==> config.mk <==
export PLATFORM = sky130hd
export DESIGN_NAME = codeword_seq_ctrl
export DESIGN_NICKNAME = d
export VERILOG_FILES = /design/src/rtl/codeword_seq_ctrl_pkg.sv /design/src/rtl/codeword_seq_ctrl_frame_bit_counter.sv /design/src/rtl/codeword_seq_ctrl.sv
export SDC_FILE = /design/constraint.sdc
export NUM_CORES = 1
export LEC_CHECK = 0
export CORE_ASPECT_RATIO = 1.4
export CORE_MARGIN = 3
export CORE_UTILIZATION = 40
export CTS_CLUSTER_SIZE = 40
export DETAILED_ROUTE_END_ITERATION = 7
export PLACE_DENSITY = 0.68
export SKIP_LAST_GASP = 1
export SLEW_MARGIN = 0
export SYNTH_ARGS = -nofsm -noshare
export SYNTH_HDL_FRONTEND = slang
export SYNTH_SLANG_ARGS = --single-unit
==> constraint.sdc <==
create_clock -name clk -period 2.6 [get_ports clk]
set_input_delay 0.26 -clock clk [delete_from_list [all_inputs] [get_ports clk]]
set_output_delay 0.26 -clock clk [all_outputs]
set_load 0.05 [all_outputs]
==> src/rtl/codeword_seq_ctrl_pkg.sv <==
//------------------------------------------------------------------------------
// Module   : codec_pkg
// Brief    : Shared state encoding and default code geometry for the codec.
// Revision : 1.0 - initial release
//------------------------------------------------------------------------------
`default_nettype none

package codec_pkg;

  typedef enum logic [2:0] {
    IDLE  = 3'd0,
    CLEAR = 3'd1,
    MSG   = 3'd2,
    PAR   = 3'd3,
    DONE  = 3'd4,
    ABORT = 3'd5
  } seq_state_t;

  localparam int CW_N = 31;
  localparam int CW_K = 26;

endpackage

`default_nettype wire

==> src/rtl/codeword_seq_ctrl_frame_bit_counter.sv <==
//------------------------------------------------------------------------------
// Module   : frame_bit_counter
// Brief    : Bit index counter 0..N-1, wraps to 0; clear beats enable.
// Revision : 1.0 - initial release
//------------------------------------------------------------------------------
`default_nettype none

module frame_bit_counter
  import codec_pkg::*;
#(
  parameter int N     = CW_N,
  parameter int IDX_W = $clog2(N)
) (
  input  logic             clk,
  input  logic             rst,
  input  logic             i_clr,
  input  logic             i_en,
  output logic [IDX_W-1:0] o_idx,
  output logic             o_at_last
);

  logic [IDX_W-1:0] r_idx;
  logic             w_at_last;

  assign w_at_last = (r_idx == IDX_W'(N - 1));

  always_ff @(posedge clk) begin
    if (rst || i_clr) begin
      r_idx <= '0;
    end else if (i_en) begin
      r_idx <= w_at_last ? '0 : r_idx + IDX_W'(1);
    end
  end

  assign o_idx     = r_idx;
  assign o_at_last = w_at_last;

endmodule

`default_nettype wire

==> src/rtl/codeword_seq_ctrl.sv <==
//------------------------------------------------------------------------------
// Module   : codeword_seq_ctrl
// Brief    : Sequencer stepping a bit-serial (N,K) codec through K message
//            bits then N-K parity bits, with stall and abort handling.
// Revision : 1.0 - initial release
//------------------------------------------------------------------------------
`default_nettype none

module codeword_seq_ctrl
  import codec_pkg::*;
#(
  parameter int N      = CW_N,
  parameter int K      = CW_K,
  parameter int IDX_W  = $clog2(N),
  parameter int FCNT_W = 16
) (
  input  logic              clk,
  input  logic              rst,
  input  logic              i_frame_req,
  input  logic              i_out_ready,
  input  logic              i_error_abort,
  output logic              o_frame_ack,
  output logic              o_lfsr_clear,
  output logic              o_shift_en,
  output logic              o_sel_parity,
  output logic [IDX_W-1:0]  o_bit_idx,
  output logic              o_busy,
  output logic              o_frame_done,
  output logic              o_frame_abort,
  output logic [FCNT_W-1:0] o_frame_cnt
);

  seq_state_t         r_state;
  seq_state_t         w_next;
  logic [FCNT_W-1:0]  r_frame_cnt;
  logic [IDX_W-1:0]   w_idx;
  logic               w_at_last;
  logic               w_abort;
  logic               w_cnt_en;
  logic               w_cnt_clr;
  logic               w_msg_last;
  logic               w_frame_end;

  // Abort only matters while a frame is in flight; it outranks any advance.
  assign w_abort     = i_error_abort &&
                       (r_state == CLEAR || r_state == MSG || r_state == PAR);
  assign w_cnt_en    = o_shift_en && !i_error_abort;
  assign w_cnt_clr   = w_abort || (r_state == CLEAR);
  assign w_msg_last  = (w_idx == IDX_W'(K - 1));
  assign w_frame_end = (r_state == PAR) && w_cnt_en && w_at_last;

  frame_bit_counter #(
    .N     (N),
    .IDX_W (IDX_W)
  ) u_bit_cnt (
    .clk       (clk),
    .rst       (rst),
    .i_clr     (w_cnt_clr),
    .i_en      (w_cnt_en),
    .o_idx     (w_idx),
    .o_at_last (w_at_last)
  );

  always_ff @(posedge clk) begin
    if (rst) begin
      r_state <= IDLE;
    end else begin
      r_state <= w_next;
    end
  end

  always_comb begin
    w_next        = r_state;
    o_frame_ack   = 1'b0;
    o_lfsr_clear  = 1'b0;
    o_shift_en    = 1'b0;
    o_sel_parity  = 1'b0;
    o_busy        = 1'b1;
    o_frame_done  = 1'b0;
    o_frame_abort = 1'b0;
    unique case (r_state)
      IDLE: begin
        o_busy = 1'b0;
        if (i_frame_req) w_next = CLEAR;
      end
      CLEAR: begin
        o_frame_ack  = 1'b1;
        o_lfsr_clear = 1'b1;
        w_next       = i_error_abort ? ABORT : MSG;
      end
      MSG: begin
        o_shift_en = i_out_ready;
        if (i_error_abort)                  w_next = ABORT;
        else if (i_out_ready && w_msg_last) w_next = PAR;
      end
      PAR: begin
        o_sel_parity = 1'b1;
        o_shift_en   = i_out_ready;
        if (i_error_abort)                 w_next = ABORT;
        else if (i_out_ready && w_at_last) w_next = DONE;
      end
      DONE: begin
        o_frame_done = 1'b1;
        w_next       = i_frame_req ? CLEAR : IDLE;
      end
      ABORT: begin
        o_frame_abort = 1'b1;
        w_next        = IDLE;
      end
      default: w_next = IDLE;
    endcase
  end

  // Count lands on the same edge that shifts the final parity bit.
  always_ff @(posedge clk) begin
    if (rst) begin
      r_frame_cnt <= '0;
    end else if (w_frame_end) begin
      r_frame_cnt <= r_frame_cnt + FCNT_W'(1);
    end
  end

  assign o_bit_idx   = w_idx;
  assign o_frame_cnt = r_frame_cnt;

endmodule

`default_nettype wire
==> impl_metrics.csv, run 1 <==
group,metric,value,unit
outcome,run_status,"completed",
die,coreArea,2940,um^2
synth,yosys.cell_types.count,35,
sta,worst_clock_skew,4.88,ps
synth,synth.yosys.seq_area_share,0.380,
setup_path,cp_slowest_cell,"clkdlybuf4s50_1",
power,worst_supply_voltage_drop_on_vdd,0.415,mV
sta,tightest_slew,517,ps
cts,post_cts_buffers,0,
drt,top_layer_used,"met4",
global_route,wire_length_of_the_first_global_routing_pass,4920,um
final_layout,number_of_antenna_diodes,0,
sta,tns,0,ps
synth,syn_nets,155,
die,row_count,23,
sta,slew_violations,0,
final_layout,layout_cell_share_with_drive_strength_beyond_1,0.0629,
placement,place_area,1590,um^2
drt,drt_iter0_drc,15,
setup_path,worstPathCellList,"nor3b_1, clkdlybuf4s50_1",
final_layout,layout.nets,185,
placement,post-dp-hpwl,2280,um
cts,clock_insertion_delay_worst_skew,270,ps
drt,avgRoutedWirePerCell,14.2,um
die,design.die.area,3880,um^2
final_layout,fill_cells,306,
placement,globalplace.congestion,0.810,
cts,clkSinkCount,24,
global_route,grt_start_max_net_pins,21,
sta,period_minus_slack,2220,ps
final_layout,flow.area_growth_from_synthesis,31.7,%
synth,synth_seq_cells,24,
cts,path_clk_slew,80,ps
drt,detailedRoute.firstPassIterationCount,4,
drt,met1_length,1190,um
global_route,grt_pass1_vias,1154,
cts,cts.htree.levels,1,
drt,detailroute.wirelength.met2,1600,um
setup_path,path_max_fanout,10,
synth,synthFlopType,"dfxtp_1",
drt,antenna_violating_nets_post_route,0,
drt,totalWireLength,3010,um
cts,clockRootBuffer,"clkbuf_8",
synth,post_synth.cell_area_avg,8.66,um^2
global_route,grt_remaining_overflow,0,
synth,top_area_cells_in_the_synthesized_netlist,"dfxtp_1 38%, a21oi_1 5.5%, nor2_1 4.5%",
sta,rsz0062_at_grt,"no",
cts,cts_tree,"built",
placement,placement.io_buffers,32,
cts,cts_resized,0,
final_layout,finish.cell_count_without_fillers,212,
drt,routed-wl-met3,140,um
synth,syn-cell-area,1260,um^2
global_route,number_of_antenna_violations_at_the_first_check_in_global_routing,0,
synth,synthDominantAreaCellType,"dfxtp_1",
drt,via_count,1195,
die,die_width,53.5,um
cts,cts-root-to-sink-buffers,2,
worst_hold_path,hp-class,"register to register",
cts,hold_buffers,0,
sta,worst_slew_margin_rel,0.654,
final_layout,fin_area,1670,um^2
setup_path,crit_family,"buffers and inverters",
synth,ys_async_sr_fraction,0,
synth,yosysWarningCount,0,
synth,synth_most_common_cell,"dfxtp_1",
flow_run,timing.max_cap.violations,0,
sta,post-route-period-util,0.852,
setup_path,critPathLaunchType,"register",
setup_path,criticalPathCategory,"register to output pin",
setup_path,timing.critical_path.slowest_cell_delay,850,ps
die,start_util,0.431,
die,ios,33,
setup_path,worst_ep_required_time,2340,ps
global_route,track_usage,0.169,
sta,final_hold_viol_count,0,
synth,synthCells,146,
synth,synth_top_area_share,0.380,
sta,setup_violations,0,
power,p_leak,0.556,nW
synth,synth_top_cells_by_count,"24 x dfxtp_1, 15 x nor2_1, 14 x a21oi_1",
setup_path,endpoint_kind,"output pin",
sta,finalHoldWorstSlack,498,ps
synth,number_of_enable_type_register_cells_in_the_synthesized_netlist,0,
die,die-height,72.5,um
setup_path,worst_ep_arrival_time,1960,ps
setup_path,critPathBufInv,1,
sta,timing.fmax,451,MHz
power,pwr_density_cell,470,nW/um^2
placement,numPlacedInstances,208,
drt,avgViaCountPerCell,5.64,
drt,drc,0,
cts,numCtsBuffers,3,
[layer usage]
layer	track usage	vias to the layer above
met5	0	-
met4	0.0909	0
met3	0.0246	8
met2	0.306	31
met1	0.180	565
li1	-	591
[flip-flops by register name (all words and copies together) (netlist names)]
signal	count
o_frame_cnt	16
r_state	3
u_bit_cnt.o_idx	5
[power breakdown]
group / internal (mW) / switching, mW / total [mW] / leakage, nW
registers: 0.370 / 0.00895 / 0.379 / 0.194
clock network: 0.206 / 0.123 / 0.329 / 0.0357
logic: 0.0291 / 0.0452 / 0.0743 / 0.326
total: 0.605 / 0.177 / 0.782 / 0.556
[layout by cell type, fill, tap and decap left out, types with 4 or more instances in the layout]
cell,instances
nand2_1,7
dfxtp_1,24
xor2_1,6
o21ai_0,8
inv_1,5
a21oi_1,14
or3_1,7
o31ai_1,4
clkdlybuf4s50_1,32
nand4_1,7
ha_1,4
nor2_1,15
or4_1,4
nand3_1,4
[stage by stage]
| step | power (mW) | setup slack (ps) | util |
|---|---|---|---|
| floorplan | 0.438 | 229 | - |
| global placement | 0.461 | 322 | 0.543 |
| detailed placement | 0.463 | 256 | 0.543 |
| CTS | 0.785 | 366 | 0.567 |
| global route | 0.807 | 268 | 0.567 |
| finish | 0.782 | 384 | 0.567 |
[tightest hold or removal path: stages (launching register included)]
cell and delay [ps]:
dfxtp_1 330, o21ai_0 70, a21oi_1 60
[path summary, 6_finish.rpt]
kind,endpoint,cells past startpoint,from,slack (ps)
max,o_frame_ack,2,r_state[0],380
min reg2reg,o_frame_cnt[10],2,o_frame_cnt[10],500
min,o_frame_cnt[10],2,o_frame_cnt[10],500
max reg2reg,o_frame_cnt[15],6,u_bit_cnt.o_idx[0],530
[layout make-up]
type,count,area [um^2],area share
clock buffers,3,41.3,0.0248
clock inverters,1,30.0,0.0180
inverters,5,18.8,0.0113
multi-input cells,109,721,0.433
flip-flops and latches,24,480,0.289
well taps,37,46.3,0.0278
repair buffers,33,328,0.197
[logic make-up (layout without fill, tap and decap cells)]
kind of cell | count (synthesis) | count (layout) | synth area share
xor+xnor | 9 | 9 | 0.0623
compound gates | 30 | 30 | 0.135
buf+inv | 13 | 42 | 0.0504
flops | 24 | 24 | 0.380
fa+ha+maj | 4 | 4 | 0.0396
mux | 2 | 2 | 0.0158
simple gates | 64 | 64 | 0.318
Note: power is estimated with default switching activity, not from simulation.
==> run 2, diff against run 1 <==
--- a/config.mk
+++ b/config.mk
@@ -5,7 +5,7 @@
 export SDC_FILE = /design/constraint.sdc
 export NUM_CORES = 1
 export LEC_CHECK = 0
-export CORE_ASPECT_RATIO = 1.4
+export CORE_ASPECT_RATIO = 1.1
 export CORE_MARGIN = 3
 export CORE_UTILIZATION = 40
 export CTS_CLUSTER_SIZE = 40
==> impl_metrics.csv, run 2 (synthesis gave the netlist of run 1 again) <==
group,metric,value,unit
outcome,run_status,"completed",
sta,tightest_slew,506,ps
worst_hold_path,hp-class,"register to register",
cts,cts.htree.levels,1,
final_layout,fill_cells,274,
power,pwr_density_cell,439,nW/um^2
setup_path,worstPathCellList,"nor3b_1, clkdlybuf4s50_1",
worst_hold_path,hold_path_depth,2,
setup_path,critical_path.endpoint,"o_lfsr_clear",
global_route,grt_start_max_net_pins,21,
die,coreArea,2900,um^2
cts,cts_tree,"built",
final_layout,layout.nets,185,
sta,post-route-period-util,0.872,
sta,worst_slew_margin_rel,0.662,
sta,tns,0,ps
flow_run,timing.max_cap.violations,0,
drt,detailedRoute.firstPassIterationCount,4,
cts,clock_insertion_delay_worst_skew,310,ps
setup_path,crit_family,"buffers and inverters",
drt,avgRoutedWirePerCell,13.4,um
final_layout,max_reg_flops,16,
setup_path,worst_ep_required_time,2340,ps
global_route,track_usage,0.156,
sta,finalHoldWorstSlack,501,ps
placement,post-dp-hpwl,2060,um
die,start_util,0.436,
final_layout,final_cell_mix,"32 x clkdlybuf4s50_1, 24 x dfxtp_1, 15 x nor2_1",
drt,totalWireLength,2790,um
cts,path_clk_slew,130,ps
final_layout,multiInputGateArea,721,um^2
final_layout,regArea,480,um^2
setup_path,critPathBufInv,1,
die,design.die.area,3870,um^2
setup_path,worst_r2r_start,"u_bit_cnt.o_idx[0]",
cts,cts-root-to-sink-buffers,2,
setup_path,critPathLaunchType,"register",
die,ios,33,
sta,worst_clock_skew,4.24,ps
setup_path,worstSetupStartpoint,"r_state[0]",
global_route,grt_remaining_overflow,0,
sta,final_hold_viol_count,0,
setup_path,criticalPathCategory,"register to output pin",
cts,numCtsBuffers,3,
cts,cts_resized,0,
final_layout,final_common_cell,"clkdlybuf4s50_1",
sta,rsz0062_at_grt,"no",
final_layout,number_of_antenna_diodes,0,
sta,slew_violations,0,
die,row_count,20,
placement,placement.io_buffers,32,
final_layout,layout_cell_share_with_drive_strength_beyond_1,0.0629,
drt,avgViaCountPerCell,5.63,
final_layout,flow.area_growth_from_synthesis,29.8,%
sta,timing.fmax,441,MHz
setup_path,cp.depth,2,
cts,post_cts_buffers,0,
cts,clockRootBuffer,"clkbuf_4",
cts,hold_buffers,0,
setup_path,worst-r2r-setup-slack,560,ps
power,p_leak,0.548,nW
drt,drt_iter0_drc,32,
setup_path,path_max_fanout,10,
setup_path,cp_slowest_cell,"clkdlybuf4s50_1",
die,die_width,59.6,um
drt,drc,0,
setup_path,worst-r2r-cell-count,6,
setup_path,timing.critical_path.slowest_cell_delay,850,ps
setup_path,regToRegEndpoint,"o_frame_cnt[15]",
setup_path,worst_ep_arrival_time,2010,ps
setup_path,endpoint_kind,"output pin",
power,worst_supply_voltage_drop_on_vdd,0.298,mV
sta,setup_violations,0,
cts,clkSinkCount,24,
sta,period_minus_slack,2270,ps
global_route,grt_pass1_vias,1043,
die,die-height,65.0,um
power,finalPower,0.721,mW
drt,via_count,1172,
global_route,wire_length_of_the_first_global_routing_pass,4770,um
global_route,number_of_antenna_violations_at_the_first_check_in_global_routing,0,
drt,antenna_violating_nets_post_route,0,
placement,globalplace.congestion,0.806,
## run 2: worst min path at each step
stage | end | slack [ps] | startpoint
6_report | o_frame_cnt[15] | 500 | o_frame_cnt[15]
5_1_grt | o_frame_cnt[15] | 530 | o_frame_cnt[15]
4_1_cts | o_frame_cnt[15] | 500 | o_frame_cnt[15]
3_5_place_dp | o_frame_cnt[15] | 490 | o_frame_cnt[15]
3_3_place_gp | o_frame_cnt[15] | 470 | o_frame_cnt[15]
2_1_floorplan | r_state[2] | 430 | i_error_abort
## run 2: stage by stage
step / util / instances / setup slack, ps / area (um^2)
after floorplan: - / 146 / 229 / 1260
after global placement: 0.547 / 204 / 326 / 1590
after detailed placement: 0.547 / 204 / 264 / 1590
after CTS: 0.566 / 208 / 300 / 1640
after global routing: 0.566 / 208 / 202 / 1640
final: 0.566 / 208 / 332 / 1640
## run 2: power breakdown
| group | switching [mW] | internal (mW) |
|---|---|---|
| Sequential | 0.00884 | 0.371 |
| Combinational | 0.0456 | 0.0291 |
| Clock | 0.111 | 0.156 |
## run 2: routing by layer
layer / GRT usage / up-vias / share of wire / wire length [um]
met2: 0.238 / 28 / 0.45 / 1240
met5: 0 / - / 0 / 0
met3: 0.0339 / 4 / 0.047 / 132
met1: 0.215 / 553 / 0.50 / 1380
met4: 0.0526 / 0 / 0.010 / 29
li1: - / 587 / - / -
## run 2: final cells by class
class | instances | area share
inverter | 5 | 0.0114
timing repair buffer | 33 | 0.200
multi-input combinational | 109 | 0.439
clock buffer | 3 | 0.0137
sequential | 24 | 0.293
clock inverter | 1 | 0.0183
tap | 33 | 0.0252
## run 2: worst reg2reg max path: cells and delay by family (launching register included)
family	cells	cell delay, ps
fa+ha+maj	1	160
buf+inv	1	80
flops	1	390
compound gates	1	140
simple gates	3	1220
==> run 3, diff against run 2 <==
==> constraint.sdc (replaced) <==
create_clock -name clk -period 2.2 [get_ports clk]
set_input_delay 0.22 -clock clk [delete_from_list [all_inputs] [get_ports clk]]
set_output_delay 0.22 -clock clk [all_outputs]
set_load 0.05 [all_outputs]
==> impl_metrics.csv, run 3 (synthesis gave the netlist of run 1 again) <==
group,metric,value,unit
global_route,grt_remaining_overflow,0,
cts,clockRootBuffer,"clkbuf_4",
cts,cts_tree,"built",
power,pwr_density_cell,459,nW/um^2
setup_path,criticalPathCategory,"register to output pin",
global_route,number_of_antenna_violations_at_the_first_check_in_global_routing,0,
cts,cts.htree.levels,1,
cts,cts-root-to-sink-buffers,2,
sta,slew_violations,0,
die,start_util,0.436,
final_layout,fin_area,1670,um^2
sta,final_hold_viol_count,0,
power,worst_supply_voltage_drop_on_vdd,0.293,mV
cts,clkSinkCount,24,
setup_path,path_max_fanout,10,
worst_hold_path,hp-class,"register to register",
sta,tns,0,ps
final_layout,layout.nets,190,
final_layout,final_common_cell,"clkdlybuf4s50_1",
placement,numPlacedInstances,209,
setup_path,worst_ep_arrival_time,1870,ps
setup_path,endpoint_kind,"output pin",
cts,path_clk_slew,130,ps
drt,detailedRoute.firstPassIterationCount,4,
setup_path,critPathLaunchType,"register",
final_layout,finish.cell_count_without_fillers,213,
final_layout,layout_cell_share_with_drive_strength_beyond_1,0.117,
placement,globalplace.congestion,0.829,
die,die-height,65.0,um
power,p_leak,0.611,nW
final_layout,final_cell_mix,"27 x clkdlybuf4s50_1, 22 x dfxtp_1, 15 x nor2_1",
sta,finalHoldWorstSlack,497,ps
die,row_count,20,
sta,rsz0062_at_grt,"no",
drt,antenna_violating_nets_post_route,0,
global_route,grt_start_max_net_pins,20,
power,finalPower,0.766,mW
global_route,grt_pass1_vias,1089,
drt,avgViaCountPerCell,5.44,
drt,drt_iter0_drc,42,
final_layout,number_of_antenna_diodes,0,
outcome,run_status,"completed",
global_route,wire_length_of_the_first_global_routing_pass,5030,um
die,die_width,59.6,um
final_layout,flow.area_growth_from_synthesis,31.9,%
cts,numCtsBuffers,3,
placement,place_area,1630,um^2
drt,avgRoutedWirePerCell,13.5,um
sta,timing.fmax,479,MHz
placement,post-dp-hpwl,2190,um
die,ios,33,
die,design.die.area,3870,um^2
final_layout,max_reg_flops,16,
setup_path,worst_ep_required_time,1980,ps
cts,post_cts_buffers,0,
placement,placement.io_buffers,32,
drt,totalWireLength,2870,um
sta,post-route-period-util,0.950,
sta,tightest_slew,503,ps
cts,clock_insertion_delay_worst_skew,300,ps
sta,worst_slew_margin_rel,0.664,
sta,period_minus_slack,2090,ps
sta,setup_violations,0,
sta,worst_clock_skew,5.89,ps
die,coreArea,2900,um^2
flow_run,timing.max_cap.violations,0,
drt,via_count,1158,
drt,drc,0,
global_route,track_usage,0.161,
-- run 3: critical path: stages, from the launching register on --
cell and delay, ps:
dfxtp_1 550, and3b_1 210, clkdlybuf4s50_1 800
-- run 3: layer usage --
metal / vias to the layer above / track usage / routed length, um
met5: - / 0 / 0
met4: 0 / 0.0360 / 12
met2: 22 / 0.242 / 1270
met1: 534 / 0.240 / 1490
met3: 2 / 0.0259 / 96
li1: 600 / - / -
-- run 3: stage by stage --
step                 util  worst slack (ps)
floorplan               -              28.5
global placement    0.561              80.9
detailed placement  0.561              48.7
CTS                 0.573              1.58
global route        0.575              6.95
finish              0.575               111
-- run 3: repair_timing --
item	4_1_cts	5_1_grt
pin swaps	0	0
hold buffers	0	0
gates cloned	0	0
setup endpoints to repair	1	4
endpoints found under the hold margin	0	0
gates resized for setup	1	3
-- run 3: worst paths after layout --
check / start / end / slack (ps) / cells after the start
worst max-delay path: r_state[0] / o_sel_parity / 110 / 2
worst max register to register: u_bit_cnt.o_idx[0] / o_frame_cnt[15] / 190 / 6
worst min-delay path: o_frame_cnt[15] / o_frame_cnt[15] / 500 / 2
worst min register to register: o_frame_cnt[15] / o_frame_cnt[15] / 500 / 2
-- run 3: layout make-up --
type / instances / area, um^2
Clock buffer: 4 / 36.3
Tap cell: 33 / 41.3
Timing Repair Buffer: 38 / 364
Inverter: 5 / 18.8
Sequential cell: 24 / 483
Fill cell: 266 / 1230
Multi-Input combinational cell: 109 / 726
-- run 3: where the power goes --
part | total, mW | internal, mW | switching (mW)
Combinational | 0.0893 | 0.0353 | 0.0540
Sequential | 0.449 | 0.438 | 0.0109
Clock | 0.228 | 0.101 | 0.127
